--- src/rtl/sum_group_pkg.sv ---
// Shared state encoding and default sizing for the group source and its buffer.
package sum_group_pkg;

  localparam int GROUP_LEN_DEF = 128;
  localparam int DATA_W_DEF    = 8;
  localparam int SUM_W_DEF     = 17;
  localparam int TIMEOUT_DEF   = 255;

  typedef enum logic [2:0] {
    S_IDLE,
    S_FILL,
    S_START,
    S_STREAM,
    S_WAIT
  } state_e;

endpackage

--- src/rtl/sum_group_buffer.sv ---
// One-group byte store: simple dual-port RAM with a registered read that
// returns zero whenever no read is issued, so idle cycles drive zeros.
module sum_group_buffer #(
  parameter int DEPTH  = 128,
  parameter int DATA_W = 8
) (
  input  logic                     clk,
  input  logic                     rst,
  input  logic                     wr_en_i,
  input  logic [$clog2(DEPTH)-1:0] wr_addr_i,
  input  logic [DATA_W-1:0]        wr_data_i,
  input  logic                     rd_en_i,
  input  logic [$clog2(DEPTH)-1:0] rd_addr_i,
  output logic [DATA_W-1:0]        rd_data_o
);

  logic [DATA_W-1:0] mem [DEPTH];
  logic [DATA_W-1:0] rd_data_q;

  // NOTE: the array itself is never reset so it can map onto block RAM;
  // only the output register clears, which is all the stream needs.
  always_ff @(posedge clk) begin
    if (wr_en_i) mem[wr_addr_i] <= wr_data_i;
  end

  always_ff @(posedge clk or posedge rst) begin
    if (rst)          rd_data_q <= '0;
    else if (rd_en_i) rd_data_q <= mem[rd_addr_i];
    else              rd_data_q <= '0;
  end

  assign rd_data_o = rd_data_q;

endmodule

--- src/rtl/sum_group_source.sv ---
// Buffers one group of bytes, replays it to the group summer behind a start
// pulse, then captures the summer's result or abandons the group on timeout.
module sum_group_source
  import sum_group_pkg::*;
#(
  parameter int GROUP_LEN = GROUP_LEN_DEF,
  parameter int DATA_W    = DATA_W_DEF,
  parameter int SUM_W     = SUM_W_DEF,
  parameter int TIMEOUT   = TIMEOUT_DEF
) (
  input  logic              CLK,
  input  logic              RST,
  input  logic [DATA_W-1:0] in_data,
  input  logic              in_valid,
  output logic              in_ready,
  output logic [DATA_W-1:0] data_out,
  output logic              data_start,
  input  logic [SUM_W-1:0]  sum_in,
  input  logic              sum_enable,
  output logic [SUM_W-1:0]  group_sum,
  output logic [SUM_W-1:0]  result_sum,
  output logic              result_valid,
  output logic              timeout_err,
  output logic              busy
);

  localparam int AW = $clog2(GROUP_LEN);
  localparam int TW = $clog2(TIMEOUT + 1);

  state_e           state_q, state_d;
  logic [AW-1:0]    wr_idx_q, wr_idx_d;
  logic [AW-1:0]    rd_idx_q, rd_idx_d;
  logic [TW-1:0]    tmo_q, tmo_d;
  logic [SUM_W-1:0] group_sum_q, group_sum_d;
  logic [SUM_W-1:0] result_sum_q, result_sum_d;
  logic             result_valid_q, result_valid_d;
  logic             timeout_err_q, timeout_err_d;
  logic             data_start_q, data_start_d;
  logic             wr_en, rd_en;
  logic [AW-1:0]    rd_addr;

  // NOTE: every combinational output gets a default first so no path can
  // leave it unassigned and infer a latch.
  always_comb begin
    state_d        = state_q;
    wr_idx_d       = wr_idx_q;
    rd_idx_d       = rd_idx_q;
    tmo_d          = tmo_q;
    group_sum_d    = group_sum_q;
    result_sum_d   = result_sum_q;
    result_valid_d = 1'b0;
    timeout_err_d  = 1'b0;
    wr_en          = 1'b0;
    rd_en          = 1'b0;
    rd_addr        = rd_idx_q;

    case (state_q)
      S_IDLE: state_d = S_FILL;

      S_FILL: begin
        if (in_valid) begin
          wr_en       = 1'b1;
          wr_idx_d    = wr_idx_q + AW'(1);
          group_sum_d = (wr_idx_q == '0) ? SUM_W'(in_data)
                                         : group_sum_q + SUM_W'(in_data);
          if (wr_idx_q == AW'(GROUP_LEN - 1)) state_d = S_START;
        end
      end

      // Byte 0 is read here so it appears on data_out in the first STREAM cycle.
      S_START: begin
        rd_en    = 1'b1;
        rd_addr  = '0;
        rd_idx_d = AW'(1);
        state_d  = S_STREAM;
      end

      // rd_idx wraps to 0 once the last read is issued; that marks the final byte.
      S_STREAM: begin
        if (rd_idx_q != '0) begin
          rd_en    = 1'b1;
          rd_idx_d = rd_idx_q + AW'(1);
        end else begin
          tmo_d   = '0;
          state_d = S_WAIT;
        end
      end

      S_WAIT: begin
        if (sum_enable) begin
          result_sum_d   = sum_in;
          result_valid_d = 1'b1;
          state_d        = S_FILL;
        end else if (tmo_q == TW'(TIMEOUT)) begin
          timeout_err_d = 1'b1;
          state_d       = S_FILL;
        end else begin
          tmo_d = tmo_q + TW'(1);
        end
      end

      default: state_d = S_IDLE;
    endcase

    data_start_d = (state_d == S_START);
  end

  // NOTE: sequential state uses non-blocking assignments so every register
  // samples the pre-edge values regardless of statement order.
  always_ff @(posedge CLK or posedge RST) begin
    if (RST) begin
      state_q        <= S_IDLE;
      wr_idx_q       <= '0;
      rd_idx_q       <= '0;
      tmo_q          <= '0;
      group_sum_q    <= '0;
      result_sum_q   <= '0;
      result_valid_q <= 1'b0;
      timeout_err_q  <= 1'b0;
      data_start_q   <= 1'b0;
    end else begin
      state_q        <= state_d;
      wr_idx_q       <= wr_idx_d;
      rd_idx_q       <= rd_idx_d;
      tmo_q          <= tmo_d;
      group_sum_q    <= group_sum_d;
      result_sum_q   <= result_sum_d;
      result_valid_q <= result_valid_d;
      timeout_err_q  <= timeout_err_d;
      data_start_q   <= data_start_d;
    end
  end

  sum_group_buffer #(
    .DEPTH (GROUP_LEN),
    .DATA_W(DATA_W)
  ) u_buffer (
    .clk      (CLK),
    .rst      (RST),
    .wr_en_i  (wr_en),
    .wr_addr_i(wr_idx_q),
    .wr_data_i(in_data),
    .rd_en_i  (rd_en),
    .rd_addr_i(rd_addr),
    .rd_data_o(data_out)
  );

  assign in_ready     = (state_q == S_FILL);
  assign busy         = (state_q == S_START) || (state_q == S_STREAM) || (state_q == S_WAIT);
  assign data_start   = data_start_q;
  assign group_sum    = group_sum_q;
  assign result_sum   = result_sum_q;
  assign result_valid = result_valid_q;
  assign timeout_err  = timeout_err_q;

endmodule

--- config.mk ---
export PLATFORM = sky130hd
export DESIGN_NAME = sum_group_source
export DESIGN_NICKNAME = d
export VERILOG_FILES = /design/src/rtl/sum_group_pkg.sv /design/src/rtl/sum_group_buffer.sv /design/src/rtl/sum_group_source.sv
export SDC_FILE = /design/constraint.sdc
export NUM_CORES = 2
export LEC_CHECK = 0
export BUFFER_PORTS_ARGS = -buffer_cell sky130_fd_sc_hd__buf_2
export CAP_MARGIN = 20
export CORE_MARGIN = 3
export CORE_UTILIZATION = 60
export CTS_BUF_LIST = sky130_fd_sc_hd__clkbuf_16
export CTS_CLUSTER_DIAMETER = 120
export CTS_CLUSTER_SIZE = 40
export DETAILED_ROUTE_END_ITERATION = 16
export PLACE_DENSITY_LB_ADDON = 0.05
export REMOVE_ABC_BUFFERS = 1
export SETUP_SLACK_MARGIN = 0.1
export SYNTH_ARGS = -nofsm -noshare
export SYNTH_HDL_FRONTEND = slang
export SYNTH_HIERARCHICAL = 1
export SYNTH_SLANG_ARGS = --single-unit
export TNS_END_PERCENT = 10
--- constraint.sdc ---
create_clock -name CLK -period 7 [get_ports CLK]
set_input_delay 0 -clock CLK [delete_from_list [all_inputs] [get_ports CLK]]
set_output_delay 0 -clock CLK [all_outputs]
set_load 0.02 [all_outputs]
# ---- Word-level counts from Yosys, hierarchy flattened
# Memories as Yosys holds them, arrays and structs flattened.
# Index checks and enable logic that the tools add are counted.
dict set report word_totals {
  in_bits 29
  wordCells 63
  mem_bits_rw 1024
  out_inout_bits 47
  n_memories 1
  register_bits 70
}
dict set report op_classes {
  reduce_logical 11
  eq_ne 11
  n_addsub 4
  n_mux 26
}
# memory words width read_ports rd_ports_with_merged_regs wr line_no
set mem_list {}
lappend mem_list {u_buffer.mem 128 8 1 0 1 sum_group_buffer.sv:17} ;# logic [DATA_W-1:0] mem [DEPTH];
# cell n
set ops {}
lappend ops {{8-bit 2-to-1 mux} 4}
lappend ops {{17-bit by 8-bit adder with 17-bit output} 1}
lappend ops {{17-bit 2-to-1 mux} 1}
lappend ops {{8-bit one-hot mux with 2 select lines} 1}
lappend ops {{3-bit 2-to-1 mux} 5}
lappend ops {{3-bit one-hot mux with 5 select lines} 1}
lappend ops {{7-bit by 1-bit adder with 7-bit output (second input constant)} 2}
lappend ops {{7-bit 2-to-1 mux} 2}
lappend ops {{7-bit one-hot mux with 2 select lines} 1}
lappend ops {{1-bit 2-to-1 mux} 10}
lappend ops {{3-bit by 2-bit == test with 1-bit output (second input constant)} 3}
lappend ops {{8-bit by 1-bit adder with 8-bit output (second input constant)} 1}
lappend ops {{8-bit == test (second input constant)} 1}
lappend ops {{2-bit inequality test (second input constant)} 4}
lappend ops {{7-bit == test (second input constant)} 1}
lappend ops {{7-bit zero test} 1}
lappend ops {{7-bit nonzero test} 1}
lappend ops {{2-bit AND reduction} 3}
lappend ops {{4-bit AND reduction} 1}
lappend ops {{2-bit nonzero test} 2}
lappend ops {{3-bit by 1-bit == test with 1-bit output (second input constant)} 1}
lappend ops {{3-bit == test (second input constant)} 1}
lappend ops {{3-bit zero test} 1}
lappend ops {{1-bit logical OR} 2}
lappend ops {{1-bit one-hot mux with 2 select lines} 1}

# ---- Longest topological paths before layout
dict set report logic_depth {
  ltp_word 5
  depth_mapped 14
  mapped_depth_nobuf 9
}

# ---- Modules after synthesis
# The synthesis kept the hierarchy.
# mod area_per_inst_um2 seq_area_each_um2 cells_each n_inst
set modules_own_cells {}
lappend modules_own_cells {sum_group_buffer 39842.0 30949.7 1867 1}
lappend modules_own_cells {sum_group_source 3330.7 1551.5 341 1}

# ---- Worst setup path before layout
# OpenSTA, ideal clock, no wires.
dict set report synth_timing {
  path_kind {flip-flop to flip-flop}
  from {reg state_q[2]}
  to {mem u_buffer.mem[30][0] (enable)}
  setup_ns 0.370
  setup_slack_ns 3.939
  arrival_time_ns 2.691
  t_required_ns 6.630
  path_buffers 4
  stages_incl_launch_ff 11
  synth_period_minus_slack_ns 3.061
  path_cell_list {dfrtp_1 clkbuf_2 nor3b_4 nand2_2 inv_2 clkbuf_1 clkbuf_1 nor2b_1 nand3_1 clkbuf_1 nor2_1}
}
dict set report synth_between {
  elab_chain_cells 4
}
# element line_no
set synth_rtl {}
lappend synth_rtl {{start: declaration} sum_group_source.sv:30} ;# state_e state_q, state_d;
lappend synth_rtl {{start signal: assignment} sum_group_source.sv:122} ;# state_q <= state_d;
lappend synth_rtl {{3-bit by 1-bit == test with 1-bit output} n/a}
lappend synth_rtl {{net in_ready} sum_group_source.sv:15} ;# output logic in_ready,
lappend synth_rtl {{1-bit 2-to-1 mux} sum_group_source.sv:57} ;# case (state_q)
lappend synth_rtl {{net wr_en} sum_group_source.sv:39} ;# logic wr_en, rd_en;
lappend synth_rtl {{1-bit 2-to-1 mux} sum_group_buffer.sv:23} ;# if (wr_en_i) mem[wr_addr_i] <= wr_data_i;
lappend synth_rtl {{1-bit 2-to-1 mux (implied by the code)} sum_group_buffer.sv:23}
lappend synth_rtl {{end: declaration} sum_group_buffer.sv:17}
# The timed path passes the listed nets, and every way through them passes these cells.

# ---- Worst setup path in the final report
dict set report layout_timing {
  from {reg state_q[1]}
  to {reg u_buffer.rd_data_q[6] (netlist: u_buffer/rd_data_o[6])}
}
dict set report layout_between {
  elab_chain_cells 4
  word_cells_on_any_way 6
  cone_classes {2 x eq/ne; 3 x mux; 1 x memory}
}
# element line_no
set layout_rtl {}
lappend layout_rtl {{3-bit by 2-bit == test with 1-bit output} sum_group_source.sv:57}
lappend layout_rtl {{7-bit 2-to-1 mux} sum_group_source.sv:57}
lappend layout_rtl {{net rd_addr[4]} sum_group_source.sv:40} ;# logic [AW-1:0] rd_addr;
lappend layout_rtl {{memory read 128 x 8 bit} n/a}
lappend layout_rtl {{8-bit 2-to-1 mux} sum_group_buffer.sv:28} ;# else if (rd_en_i) rd_data_q <= mem[rd_addr_i];
lappend layout_rtl {{end signal: assignment} sum_group_buffer.sv:28}
lappend layout_rtl {{end: declaration} sum_group_buffer.sv:18} ;# logic [DATA_W-1:0] rd_data_q;
# The timed path passes the listed nets, and every way through them passes these cells.
# A chain may end at the register's enable or synchronous reset.

==> flow_summary_export.csv <==
group,metric,value,unit
global_route,overflow,0,
cts,clock_latency,690,ps
synth,syn_area,43200,um2
placement,place_hpwl,64.9,mm
outcome,status,"finished, final reports clean",
cts,cts_made_buffers,31,
synth,ys_seq_area_share,75.3,%
worst_setup_path,rr_endpoint,"u_buffer/rd_data_o[6]",
finish,fin_util,65.0,%
synth,synth.largest_area_cell,"edfxtp_1",
power,switching_share,23.6,%
finish,final_layout_size_suffix_gt1_share,19.7,%
power,p_leak,14.2,nW
hold_path,hold_path_startpoint,"sum_in[9]",
global_route,grt_pass1_wl,149,mm
worst_setup_path,crit_type,"reg2reg",
detailed_routing,drt_wl_total,101,mm
sta,finClkSkew,37.9,ps
worst_setup_path,reg2reg_setup_slack,2500,ps
floorplan,io_pins,76,
power,p_int,8.41,mW
placement,numPortBuffers,75,
floorplan,die_w,274,um
worst_setup_path,cp.required,7560,ps
detailed_routing,drt-pass1-iter-count,5,
power,pwr-share-comb,8.3,%
synth,synth-edff-count,1024,
worst_setup_path,endpoint_kind,"flip-flop",
synth,synth-seq-cells,1094,
cts,root_buffer,"clkbuf_16",
finish,multi_input_area,10100,um2
synth,synth_warnings,6,
worst_setup_path,arrival,5060,ps
power,ir_drop,275,uV
synth,synthArstFlopShare,6.40,%
synth,synth_top_cells_by_area,"edfxtp_1, mux4_2, dfrtp_1",
sta,finalHoldViolations,0,
hold_path,hold_class,"in2reg",
placement,place_ws,2300,ps
hold_path,min_to,"result_sum[9]",
job,cap_viol_max_count,0,
finish,final_cell_mix,"edfxtp_1, mux4_2, nor2_1",
finish,syn_to_final_growth,6.34,%
detailed_routing,num_vias,22000,
worst_setup_path,r2r_start,"state_q[1]",
global_route,grt_usage,27.3,%
worst_setup_path,critPathMaxFanout,46,
placement,place_inst,3167,
detailed_routing,routedWlPerCell,31.1,um
finish,antenna_cells,0,
finish,fillers,4833,
synth,yosysUniqueCellTypes,64,
finish,ff_latch_area,32500,um2
sta,rsz0062_at_grt,"no",
placement,gp_congestion,0.968,
finish,finalNetCount,2335,
cts,cts.sinks,1094,
finish,finalNonFillerCells,3257,
power,clkPwrFrac,23.8,%
power,powerDensity,240,nW/um2
synth,synth_ff_type,"edfxtp_1",
cts,h-tree-depth,1,
sta,slew_headroom,18.0,%
sta,setup_violations,0,
sta,min_period,4500,ps
finish,layout_commonest_cell,"edfxtp_1",
detailed_routing,avgViaCountPerCell,6.76,
floorplan,fp-row-count,97,
sta,post-route-period-util,64.3,%
cts,cts_tree,"built",
power,p_seq_share,67.8,%
cts,cts.path.max_buffers,3,
placement,placed_area,44700,um2
hold_path,worstHoldPathCells,3,
detailed_routing,drt_iter0_drc,2581,
floorplan,die_h,274,um
sta,final_max_slew_viol_count,0,
global_route,grt_max_degree,118,
worst_setup_path,startpoint_type,"flip-flop",
power,netSwitchingPower,2.60,mW
floorplan,die_area,75200,um2
synth,syn_avg_cell_area,19.6,um2
detailed_routing,ant_nets,0,
power,total_power,11.0,mW
synth,synthCells,2208,
floorplan,initial_core_util,61.1,%
detailed_routing,drc_errors,0,
cts,postCtsSetupRepairBufs,0,
global_route,antenna_found_initial,2,
sta,fin_ws,2500,ps
cts,path_clk_slew,140,ps
global_route,grt_pass1_vias,21600,
worst_setup_path,reg2reg_depth,10,
synth,synth_top_area_share,71.2,%
finish,stdcell_area,45900,um2
sta,worst_pin_slew,1230,ps
sta,fmax,222,MHz
floorplan,core-area,70600,um2
[cell usage after synthesis, types with 3 or more instances]
library cell,count
o31ai_1,12
and3_1,17
inv_1,14
nand4_1,28
nor4_1,4
a22oi_1,16
a32oi_1,6
mux2_2,18
o21ai_0,53
o22ai_1,16
mux2i_1,35
dfrtp_1,70
a21oi_1,26
a21o_1,5
mux4_2,255
or4_1,3
nand2_1,115
nor3_1,23
buf_1,10
and2_1,4
nor2b_1,14
and3b_1,3
edfxtp_1,1024
buf_2,36
or3_1,7
buf_6,10
xor2_1,4
nand3b_1,3
ha_1,13
nand3_1,54
buf_4,17
clkbuf_1,32
a221oi_1,17
or2_2,6
a31oi_1,9
xnor2_1,10
nor2_1,176
nand2b_1,11
[final cells by class]
class | count | share of cell area [%]
clock inverter | 27 | 0.289
multi-input combinational | 992 | 21.9
timing repair buffer | 158 | 2.64
sequential | 1094 | 70.8
clock buffer | 31 | 1.69
tap | 940 | 2.56
inverter | 15 | 0.123
[sequential cells by signal, indices dropped and copies added (netlist names)]
signal              count
group_sum              17
state_q                 3
u_buffer/rd_data_o      8
u_buffer/mem         1024
tmo_q                   8
data_start              1
result_valid            1
result_sum             17
timeout_err             1
wr_idx_q                7
rd_idx_q                7
[power groups by stage]
stage,Clock (mW),Sequential (mW),Combinational (mW)
after detailed placement,0,7.61,0.900
after floorplan,0,7.61,0.454
after global placement,0,7.60,0.863
final,2.62,7.47,0.920
after CTS,2.67,7.46,0.915
after global routing,2.88,7.49,0.993
[cells by family (layout without fill, tap and decap cells)]
kind of cell | after synthesis | count (layout) | synth area share [%]
xor+xnor | 14 | 14 | 0.284
mux | 309 | 309 | 14.6
flops | 1094 | 1094 | 75.3
buf+inv | 122 | 231 | 1.52
simple gates | 479 | 479 | 5.20
fa+ha+maj | 14 | 14 | 0.423
compound gates | 176 | 176 | 2.65
[worst max-delay path, cell delays in order, from the launching register on]
cell and delay (ps):
dfrtp_1 580, nand2b_1 260, nor2_1 830, nor2b_4 280
buf_4 420, nand3b_1 580, nor2_1 290, nand2_1 160
nand4_1 130, o31ai_1 640, nand3_1 150
[worst max-delay path by stage]
stage | start | endpoint | cells past startpoint
finish | state_q[1] | u_buffer/rd_data_o[6] | 10
global route | state_q[1] | u_buffer/rd_data_o[6] | 10
CTS | state_q[2] | u_buffer/rd_data_o[4] | 10
detailed placement | state_q[2] | u_buffer/rd_data_o[4] | 10
global placement | state_q[2] | u_buffer/rd_data_o[4] | 10
floorplan | state_q[2] | u_buffer/rd_data_o[5] | 8
[per-layer routing]
metal	GRT usage, %	wire length, um	vias up
met2	43.7	49000	1031
met4	5.95	2350	2
met1	41.2	40800	11800
met3	3.89	9070	127
met5	0	13	-
li1	-	-	9091
[per-stage QoR]
step	hold WS, ps	setup TNS, ps
final	99.9	0
after global routing	87.0	0
after CTS	65.8	0
after detailed placement	99.0	0
after global placement	106	0
after floorplan	-184	-117170
[timing repair]
item / CTS / global route
hold buffers: 29 / 0
gates resized for setup: 0 / 0
hold endpoints to repair: 581 / 0
Power figures use the tool's default switching activity.
